--- src/rtl/spi_avalon_bridge.sv ---
// SPI-slave (mode 0, MSB first) to Avalon-MM master bridge with auto-increment
// bursts, a prefetching read path, an acknowledge timeout and an error counter.
// The SPI pins are oversampled in the clk domain (clk >= 4x spi_clk).
// Ports:
//   clk, rst                    system clock, asynchronous active-high reset
//   spi_clk, csn, mosi          SPI slave inputs
//   miso, miso_oe               SPI data out and its tri-state enable
//   av_*                        Avalon-MM master interface
//   busy                        frame in progress or bus transaction pending
//   err_timeout, err_count      timeout pulse and saturating error count
module spi_avalon_bridge #(
  parameter int unsigned ADDR_W      = 32,
  parameter int unsigned DATA_W      = 32,
  parameter int unsigned TIMEOUT_CYC = 255,
  parameter int unsigned SYNC_STAGES = 2
) (
  input  logic                clk,
  input  logic                rst,
  input  logic                spi_clk,
  input  logic                csn,
  input  logic                mosi,
  output logic                miso,
  output logic                miso_oe,
  output logic                av_read,
  output logic                av_write,
  output logic [ADDR_W-1:0]   av_address,
  output logic [DATA_W/8-1:0] av_byte_enable,
  output logic [DATA_W-1:0]   av_write_data,
  input  logic [DATA_W-1:0]   av_read_data,
  input  logic                av_acknowledge,
  output logic                busy,
  output logic                err_timeout,
  output logic [7:0]          err_count
);

  localparam int unsigned BE_W  = DATA_W / 8;
  localparam int unsigned SR_W  = (ADDR_W > DATA_W) ? ADDR_W : DATA_W;
  localparam int unsigned CNT_W = $clog2(SR_W);
  localparam int unsigned TMR_W = $clog2(TIMEOUT_CYC + 1);
  localparam logic [ADDR_W-1:0] ADDR_STEP = ADDR_W'(BE_W);

  typedef enum logic [2:0] {F_IDLE, F_CMD, F_ADDR, F_WDATA, F_RDUMMY, F_RDATA} frame_state_t;
  typedef enum logic {BUS_IDLE, BUS_REQ} bus_state_t;
  typedef struct packed {
    logic              write;
    logic [ADDR_W-1:0] addr;
    logic [DATA_W-1:0] data;
  } req_t;

  logic [SYNC_STAGES-1:0] sclk_sync_q, sclk_sync_d, csn_sync_q, csn_sync_d, mosi_sync_q, mosi_sync_d;
  logic sclk_prev_q, sclk_prev_d, csn_prev_q, csn_prev_d;
  frame_state_t frame_q, frame_d;
  bus_state_t   bus_q, bus_d;
  logic [CNT_W-1:0]  bit_cnt_q, bit_cnt_d;
  logic [SR_W-2:0]   rx_q, rx_d;
  logic              is_read_q, is_read_d, incr_q, incr_d;
  logic [ADDR_W-1:0] addr_q, addr_d;
  logic [DATA_W-2:0] tx_q, tx_d;
  logic              miso_q, miso_d, miso_oe_q, miso_oe_d, busy_q, busy_d;
  req_t              pend_q, pend_d, new_req_p;
  logic              pend_valid_q, pend_valid_d, new_req, consume;
  logic              av_read_q, av_read_d, av_write_q, av_write_d;
  logic [ADDR_W-1:0] av_address_q, av_address_d;
  logic [BE_W-1:0]   av_byte_enable_q, av_byte_enable_d;
  logic [DATA_W-1:0] av_write_data_q, av_write_data_d, rd_buf_q, rd_buf_d;
  logic [TMR_W-1:0]  timer_q, timer_d;
  logic              err_timeout_q, err_timeout_d;
  logic [7:0]        err_count_q, err_count_d;
  logic [1:0]        err_inc;
  logic [8:0]        err_sum;

  logic sclk_s, csn_s, mosi_s, sclk_rise, sclk_fall, csn_rise, csn_fall;
  logic [SR_W-1:0]   rx_shift;
  logic [ADDR_W-1:0] step;

  assign sclk_s    = sclk_sync_q[SYNC_STAGES-1];
  assign csn_s     = csn_sync_q[SYNC_STAGES-1];
  assign mosi_s    = mosi_sync_q[SYNC_STAGES-1];
  assign sclk_rise = sclk_s & ~sclk_prev_q;
  assign sclk_fall = ~sclk_s & sclk_prev_q;
  assign csn_rise  = csn_s & ~csn_prev_q;
  assign csn_fall  = ~csn_s & csn_prev_q;
  assign rx_shift  = {rx_q, mosi_s};
  assign step      = incr_q ? ADDR_STEP : '0;

  // Pin synchronisers and edge-detect history.
  always_comb begin
    sclk_sync_d = {sclk_sync_q[SYNC_STAGES-2:0], spi_clk};
    csn_sync_d  = {csn_sync_q[SYNC_STAGES-2:0], csn};
    mosi_sync_d = {mosi_sync_q[SYNC_STAGES-2:0], mosi};
    sclk_prev_d = sclk_s;
    csn_prev_d  = csn_s;
    miso_oe_d   = ~csn_s;
    busy_d      = (frame_q != F_IDLE) || (bus_q == BUS_REQ) || pend_valid_q;
  end

  // Frame FSM: decodes the SPI byte stream and raises word requests.
  always_comb begin
    frame_d   = frame_q;
    bit_cnt_d = bit_cnt_q;
    rx_d      = rx_q;
    is_read_d = is_read_q;
    incr_d    = incr_q;
    addr_d    = addr_q;
    tx_d      = tx_q;
    miso_d    = miso_q;
    new_req   = 1'b0;
    new_req_p = '0;
    if (csn_rise) begin
      frame_d   = F_IDLE;
      bit_cnt_d = '0;
      rx_d      = '0;
      miso_d    = 1'b0;
    end else begin
      case (frame_q)
        F_IDLE: if (csn_fall) begin
          frame_d   = F_CMD;
          bit_cnt_d = '0;
          rx_d      = '0;
          miso_d    = 1'b0;
        end
        F_CMD: if (sclk_rise) begin
          rx_d      = rx_shift[SR_W-2:0];
          bit_cnt_d = bit_cnt_q + CNT_W'(1);
          if (bit_cnt_q == CNT_W'(7)) begin
            is_read_d = rx_shift[7];
            incr_d    = rx_shift[6];
            bit_cnt_d = '0;
            frame_d   = F_ADDR;
          end
        end
        F_ADDR: if (sclk_rise) begin
          rx_d      = rx_shift[SR_W-2:0];
          bit_cnt_d = bit_cnt_q + CNT_W'(1);
          if (bit_cnt_q == CNT_W'(ADDR_W - 1)) begin
            bit_cnt_d = '0;
            addr_d    = rx_shift[ADDR_W-1:0];
            if (is_read_q) begin
              // First read goes out now so it lands during the dummy byte.
              frame_d        = F_RDUMMY;
              new_req        = 1'b1;
              new_req_p.addr = rx_shift[ADDR_W-1:0];
              addr_d         = rx_shift[ADDR_W-1:0] + step;
            end else begin
              frame_d = F_WDATA;
            end
          end
        end
        F_WDATA: if (sclk_rise) begin
          rx_d      = rx_shift[SR_W-2:0];
          bit_cnt_d = bit_cnt_q + CNT_W'(1);
          if (bit_cnt_q == CNT_W'(DATA_W - 1)) begin
            bit_cnt_d       = '0;
            new_req         = 1'b1;
            new_req_p.write = 1'b1;
            new_req_p.addr  = addr_q;
            new_req_p.data  = rx_shift[DATA_W-1:0];
            addr_d          = addr_q + step;
          end
        end
        F_RDUMMY: if (sclk_rise) begin
          bit_cnt_d = bit_cnt_q + CNT_W'(1);
          if (bit_cnt_q == CNT_W'(7)) begin
            bit_cnt_d = '0;
            frame_d   = F_RDATA;
          end
        end
        F_RDATA: begin
          if (sclk_rise) begin
            bit_cnt_d = (bit_cnt_q == CNT_W'(DATA_W - 1)) ? '0 : bit_cnt_q + CNT_W'(1);
            // Prefetch on the first rise of a word so the trailing fall of
            // the frame does not launch a read nobody will clock out.
            if (bit_cnt_q == '0) begin
              new_req        = 1'b1;
              new_req_p.addr = addr_q;
              addr_d         = addr_q + step;
            end
          end
          if (sclk_fall) begin
            if (bit_cnt_q == '0) begin
              miso_d = rd_buf_q[DATA_W-1];
              tx_d   = rd_buf_q[DATA_W-2:0];
            end else begin
              miso_d = tx_q[DATA_W-2];
              tx_d   = {tx_q[DATA_W-3:0], 1'b0};
            end
          end
        end
        default: frame_d = F_IDLE;
      endcase
    end
  end

  // Bus FSM: one outstanding Avalon request, one-deep pending slot.
  always_comb begin
    bus_d            = bus_q;
    pend_d           = pend_q;
    pend_valid_d     = pend_valid_q;
    av_read_d        = av_read_q;
    av_write_d       = av_write_q;
    av_address_d     = av_address_q;
    av_byte_enable_d = av_byte_enable_q;
    av_write_data_d  = av_write_data_q;
    rd_buf_d         = rd_buf_q;
    timer_d          = timer_q;
    err_timeout_d    = 1'b0;
    err_inc          = 2'd0;
    consume          = 1'b0;
    case (bus_q)
      BUS_IDLE: if (pend_valid_q) begin
        consume          = 1'b1;
        bus_d            = BUS_REQ;
        av_write_d       = pend_q.write;
        av_read_d        = ~pend_q.write;
        av_address_d     = pend_q.addr;
        av_byte_enable_d = '1;
        timer_d          = '0;
        if (pend_q.write) av_write_data_d = pend_q.data;
      end
      BUS_REQ: begin
        if (av_acknowledge) begin
          bus_d            = BUS_IDLE;
          av_read_d        = 1'b0;
          av_write_d       = 1'b0;
          av_byte_enable_d = '0;
          if (av_read_q) rd_buf_d = av_read_data;
        end else if (timer_q == TMR_W'(TIMEOUT_CYC - 1)) begin
          bus_d            = BUS_IDLE;
          av_read_d        = 1'b0;
          av_write_d       = 1'b0;
          av_byte_enable_d = '0;
          err_timeout_d    = 1'b1;
          err_inc          = 2'd1;
          if (av_read_q) rd_buf_d = '1;
        end else begin
          timer_d = timer_q + TMR_W'(1);
        end
      end
      default: bus_d = BUS_IDLE;
    endcase
    if (consume) pend_valid_d = 1'b0;
    if (new_req) begin
      if (!pend_valid_q || consume) begin
        pend_d       = new_req_p;
        pend_valid_d = 1'b1;
      end else begin
        err_inc = err_inc + 2'd1;
      end
    end
    err_sum     = {1'b0, err_count_q} + 9'(err_inc);
    err_count_d = err_sum[8] ? 8'hFF : err_sum[7:0];
  end

  always_ff @(posedge clk or posedge rst) begin
    if (rst) begin
      sclk_sync_q      <= '0;
      csn_sync_q       <= '1;
      mosi_sync_q      <= '0;
      sclk_prev_q      <= 1'b0;
      csn_prev_q       <= 1'b1;
      frame_q          <= F_IDLE;
      bus_q            <= BUS_IDLE;
      bit_cnt_q        <= '0;
      rx_q             <= '0;
      is_read_q        <= 1'b0;
      incr_q           <= 1'b0;
      addr_q           <= '0;
      tx_q             <= '0;
      miso_q           <= 1'b0;
      miso_oe_q        <= 1'b0;
      busy_q           <= 1'b0;
      pend_q           <= '0;
      pend_valid_q     <= 1'b0;
      av_read_q        <= 1'b0;
      av_write_q       <= 1'b0;
      av_address_q     <= '0;
      av_byte_enable_q <= '0;
      av_write_data_q  <= '0;
      rd_buf_q         <= '0;
      timer_q          <= '0;
      err_timeout_q    <= 1'b0;
      err_count_q      <= '0;
    end else begin
      sclk_sync_q      <= sclk_sync_d;
      csn_sync_q       <= csn_sync_d;
      mosi_sync_q      <= mosi_sync_d;
      sclk_prev_q      <= sclk_prev_d;
      csn_prev_q       <= csn_prev_d;
      frame_q          <= frame_d;
      bus_q            <= bus_d;
      bit_cnt_q        <= bit_cnt_d;
      rx_q             <= rx_d;
      is_read_q        <= is_read_d;
      incr_q           <= incr_d;
      addr_q           <= addr_d;
      tx_q             <= tx_d;
      miso_q           <= miso_d;
      miso_oe_q        <= miso_oe_d;
      busy_q           <= busy_d;
      pend_q           <= pend_d;
      pend_valid_q     <= pend_valid_d;
      av_read_q        <= av_read_d;
      av_write_q       <= av_write_d;
      av_address_q     <= av_address_d;
      av_byte_enable_q <= av_byte_enable_d;
      av_write_data_q  <= av_write_data_d;
      rd_buf_q         <= rd_buf_d;
      timer_q          <= timer_d;
      err_timeout_q    <= err_timeout_d;
      err_count_q      <= err_count_d;
    end
  end

  assign miso           = miso_q;
  assign miso_oe        = miso_oe_q;
  assign av_read        = av_read_q;
  assign av_write       = av_write_q;
  assign av_address     = av_address_q;
  assign av_byte_enable = av_byte_enable_q;
  assign av_write_data  = av_write_data_q;
  assign busy           = busy_q;
  assign err_timeout    = err_timeout_q;
  assign err_count      = err_count_q;

endmodule

--- config.mk ---
export PLATFORM = sky130hd
export DESIGN_NAME = spi_avalon_bridge
export DESIGN_NICKNAME = d
export VERILOG_FILES = /design/src/rtl/spi_avalon_bridge.sv
export SDC_FILE = /design/constraint.sdc
export NUM_CORES = 1
export LEC_CHECK = 0
export BUFFER_PORTS_ARGS = -buffer_cell sky130_fd_sc_hd__buf_2
export CORE_MARGIN = 3
export CORE_UTILIZATION = 45
export DETAILED_ROUTE_END_ITERATION = 16
export HOLD_SLACK_MARGIN = 0.1
export PLACE_DENSITY = 0.62
export SLEW_MARGIN = 20
export SYNTH_ARGS = -nofsm -noshare
export SYNTH_HDL_FRONTEND = slang
export SYNTH_SLANG_ARGS = --single-unit
--- constraint.sdc ---
create_clock -name clk -period 10.7 [get_ports clk]
set_clock_uncertainty 0.1 [all_clocks]
set_input_delay 2.14 -clock clk [delete_from_list [all_inputs] [get_ports clk]]
set_output_delay 2.14 -clock clk [all_outputs]
set_load 0.02 [all_outputs]
Word level (Yosys, flattened, before mapping)
Index checks and enable logic that the tools add are counted.
Cells by class
  bitwise operators: 11
  equality and inequality tests: 30
  $add $sub $neg: 6
  reductions and logical operators: 29
  multiplexer cells: 91
Operator list (number)
  two-way mux 32 bit: 17
  two-way mux 65 bit: 3
  one-hot mux 32 bit (3 select lines): 2
  two-way mux 31 bit: 4
  adder 32 x 3 -> 32 bit: 2
  one-hot mux 31 bit (2 select lines): 1
  two-way mux 8 bit: 4
  two-way mux 1 bit: 30
  two-way mux 3 bit: 10
  two-way mux 5 bit: 6
  != test 3 bit, second input constant: 8
  != test 2 bit, second input constant: 9
  AND reduction 3 bit: 6
  one-hot mux 8 bit (2 select lines): 1
  AND reduction 8 bit: 2
  one-hot mux 3 bit (5 select lines): 1
  one-hot mux 5 bit (3 select lines): 1
  two-way mux 4 bit: 3
  nonzero test 3 bit: 4
  adder 8 x 2 -> 9 bit: 1
  != test 3 x 1 -> 1 bit, second input constant: 3
  adder 8 x 1 -> 8 bit, second input constant: 1
  == test 8 bit, second input constant: 1
  one-hot mux 1 bit (2 select lines): 4
  24 further kinds: 43
Storage, ports and cells
  output and inout port bits: 82
  register bits: 301
  word-level logic and storage cells: 196

Logic depth before layout (Yosys ltp)
  word-level depth: 9
  mapped depth: 14
  gate-level depth less buffers: 14

Worst setup path before layout
OpenSTA, ideal clock, no wires.
  path type: in2reg
  from: input port av_acknowledge
  to: register err_count_q[0], in the netlist err_count[0]
  slack: 6.660 ns
  buffers on the path: 0
  stages on the path: 11
  library setup time: 0.071 ns
  arrival time: 3.870 ns
  cells stage by stage: nand2b_1 -> nor2_1 -> ha_1 -> mux2_2 -> ha_1 -> inv_1 -> fa_1 -> nand2b_1 -> nor2_1 -> nand3_1 -> nand2b_1
On the way
  cells in the longest elaborated chain, start to end: 7
Ends and longest elaborated chain
  from (decl): line 30  | input logic av_acknowledge,
  two-way mux 1 bit (*): line 221  | if (av_acknowledge) begin
  two-way mux 1 bit (*): line 209  | case (bus_q)
  adder 2 x 1 -> 2 bit: line 247  | err_inc = err_inc + 2'd1;
  two-way mux 2 bit: line 243  | if (!pend_valid_q || consume) begin
  two-way mux 2 bit (*): line 242  | if (new_req) begin
  adder 8 x 2 -> 9 bit (*): line 250  | err_sum = {1'b0, err_count_q} + 9'(err_inc);
  two-way mux 8 bit (*): line 251  | err_count_d = err_sum[8] ? 8'hFF : err_sum[7:0];
  net err_count_d[0]: line 68  | logic [7:0] err_count_q, err_count_d;
  to (signal assigned): line 310  | err_count_q <= err_count_d;
  to (decl): line 68
The timed path passes the listed nets; every way through them passes the cells marked *.
A chain may end at the register's enable or synchronous reset.

Worst setup path in the final report
Ends and elaborated chain as after synthesis.

==> flow_metrics.tcl <==
set metrics [dict create \
    grt-ovfl-total 0 \
    worst_r2r_endpoint "err_count[0]$_DFF_PP0_" \
    start_util 0.4594 \
    die_y_um 180.4 \
    grt_start_max_net_pins 173 \
    clk_pin_slew_ps 60 \
    r2r-start "frame_q[2]$_DFFE_PP0P_" \
    place_ws_ps 5941 \
    grt.busiest_layer "met2" \
    io_pins 120 \
    path_delay_family "simple AND/OR/NAND/NOR gates" \
    grt_first_pass_wirelength_um 53210 \
    worstHoldPathCells 0 \
    routed_wl_um 31390 \
    startpoint_type "input port" \
    ys_async_sr_fraction 1.000 \
    post-route-min-period_ps 4231 \
    cts_setup_buffers 0 \
    avgRoutedWirePerCell_um 16.99 \
    ant_nets 0 \
    timing.critical_path.arrival_ps 4570 \
    yosysMostFrequentCell "dfrtp_1" \
    post_cts_resized 0 \
    cts_tree "done" \
    grt_pass1_vias 10180 \
    synth_top_area_frac 0.5393 \
    ys_warn_count 0 \
    numClockSinks 298 \
    cap_violations 0 \
    drc 0 \
    ys_types 73 \
    r2r_slack_ps 7060 \
    rsz0062_at_grt "no" \
    vias 10270 \
    antenna_found_initial 0 \
    rows 63 \
    grt_use_total 0.1937 \
    num_antenna_cells 0 \
    whs_ps 249.4 \
    fp.dieArea_mm2 0.03255 \
    final_nets 1483 \
    max_stage_delay_ps 410 \
    cts.path.max_buffers 3 \
    vdd_ir_drop_max_v 0.0001247 \
    p_leak_nw 7.384 \
    endpoint_kind "flop" \
    powerDensity_mw_per_mm2 157.1 \
    worstPathMaxFanout 35 \
    netlist_area_mm2 0.01369 \
    report.power.total_mw 2.454 \
    crit_top_cell "nand2b_1" \
    holdBufCountCts 0 \
    dp_hpwl_um 19790 \
    drtPass1Iterations 6 \
    synthTopCellsByCount "295 x dfrtp_1, 276 x nand2_1, 80 x o21ai_0" \
    drv_slew 0 \
    cts-buffers-inserted 35 \
    synth_edf_count 0 \
    rr_worst_depth 11 \
    drt-initial-drc-count 787 \
    relSlewSlack 0.2470 \
    finalCritPeriodShare 0.3954 \
    yosysSeqAreaShare 0.5451 \
    netlist_top_cells_area "dfrtp_1 54%, nand2_1 7.6%, a22o_1 4.1%" \
    hold_violations 0 \
    syn_inst 1368 \
    synth_fp_nets 1419 \
    die_w_um 180.4 \
    cts_root_buf "clkbuf_16" \
    core_mm2 0.02980 \
    area_growth_pct 14.08 \
    hold_path_class "flop to flop" \
    viasPerCell 5.559 \
    synth_area_leader_cell "dfrtp_1" \
    worstPathCellList "buf_2 > nand2b_1 > nor2_1 > ha_1 > mux2_2 > ha_1 > inv_1 > fa_1 > nand2b_1 > nor2_1 > nand3_1 > nand2b_1" \
    port_buffers 119 \
    grtUsageMet3 0.02846 \
    use_met1 0.2870 \
    cp.required_ps 11040 \
    synth_seq_cells 298 \
    place.gp.congestion 0.8732 \
    crit_type "input port to flop" \
    setup_viol 0 \
    htree_levels 2 \
    tightest_slew_ps 1123 \
    postLayoutCoreUtil 0.5241 \
    syn_avg_cell_area_um2 10.01 \
    tns_ps 0 \
    synthFlopType "dfrtp_1" \
    status "complete, no violations" \
    path_buf_inv 2 \
    grtUsageMet2 0.2973 \
    crit_slowest_cell "fa_1" \
    setup_slack_ps 6469 \
    fmax_mhz 236.4 \
    min_from "mosi_sync_q[0]$_DFF_PP0_" \
    holdPathEnd "mosi_sync_q[1]$_DFF_PP0_" \
    clkLatencyLatePin_ps 510 \
    drive_gt1_frac 0.1735 \
]
through the flow:
step                cell area [um^2]  std cells
floorplan                      13690       1368
global placement               14450       1785
detailed placement             14450       1785
CTS                            15620       1848
global route                   15620       1848
finish                         15620       1848
cell usage in the layout (no fill, tap or decap), drive strengths merged, types with 12 or more instances in the layout:
cell and n:
dfrtp 295, a22oi 35, nor2 74, and3 13, xor2 29, nand2 276, ha 12, a21oi 25
buf 134, clkbuf 48, o211ai 15, mux2 37, inv 21, a22o 64, a31oi 37, nand4 31
o21ai 103, nor3 12, nand3 34, nor2b 38
how the worst max path moves through the flow:
| stage | from | end | depth (start not counted) |
|---|---|---|---|
| after floorplan | rst | addr_q[0]$_DFFE_PP0P_ | 1 |
| after global placement | av_acknowledge | err_count[0]$_DFF_PP0_ | 12 |
| after detailed placement | av_acknowledge | err_count[5]$_DFF_PP0_ | 12 |
| after CTS | av_acknowledge | err_count[0]$_DFF_PP0_ | 12 |
| after global routing | av_acknowledge | err_count[0]$_DFF_PP0_ | 12 |
| final | av_acknowledge | err_count[0]$_DFF_PP0_ | 12 |
area by class of cell:
cell class | instances | area, um^2
well taps | 390 | 488.0
clock inverters | 15 | 172.7
flip-flops and latches | 298 | 7461
fillers | 2756 | 14180
clock buffers | 48 | 994.7
inverters | 17 | 71.32
repair buffers | 134 | 720.7
multi-input cells | 946 | 5707
flip-flops by register name, indices dropped and copies added (netlist names), 3 cells and up:
signal,cells
timer_q,8
av_write_data,32
rd_buf_q,32
tx_q,31
rx_q,31
addr_q,32
err_count,8
av_address,32
bit_cnt_q,5
frame_q,3
pend_q,65
metal layers:
layer	vias to the layer above	part of all wire
li1	4972	-
met1	4956	0.48
met2	281	0.44
met3	64	0.053
met4	0	0.025
met5	-	0
cell families after synthesis:
logic type                 after synthesis  share of synthesized area
DFF                                    298                     0.5451
buffers and inverters                  124                    0.03994
xor gates and xnor gates                35                    0.02239
AOI/OAI and AO/OA                      324                     0.1623
muxes                                   41                    0.03336
and+or+nand+nor                        533                     0.1845
adders and majority gates               13                    0.01243
worst register-to-register path: stages, from the launching register on:
cell      delay (ps)
dfrtp_1          850
nand3b_1         430
and3_1           360
o211a_1          260
mux2_2           230
ha_1             160
inv_1             60
fa_1             410
nand2b_1         200
nor2_1           170
nand3_1          220
nand2b_1         130
power breakdown:
| group | switching [mW] | total, mW | internal (mW) |
|---|---|---|---|
| Combinational | 0.0854 | 0.114 | 0.0286 |
| Clock | 0.467 | 1.19 | 0.728 |
| Sequential | 0.0106 | 1.15 | 1.13 |
| Total | 0.563 | 2.45 | 1.89 |
Note: power is estimated with default switching activity, not from simulation.
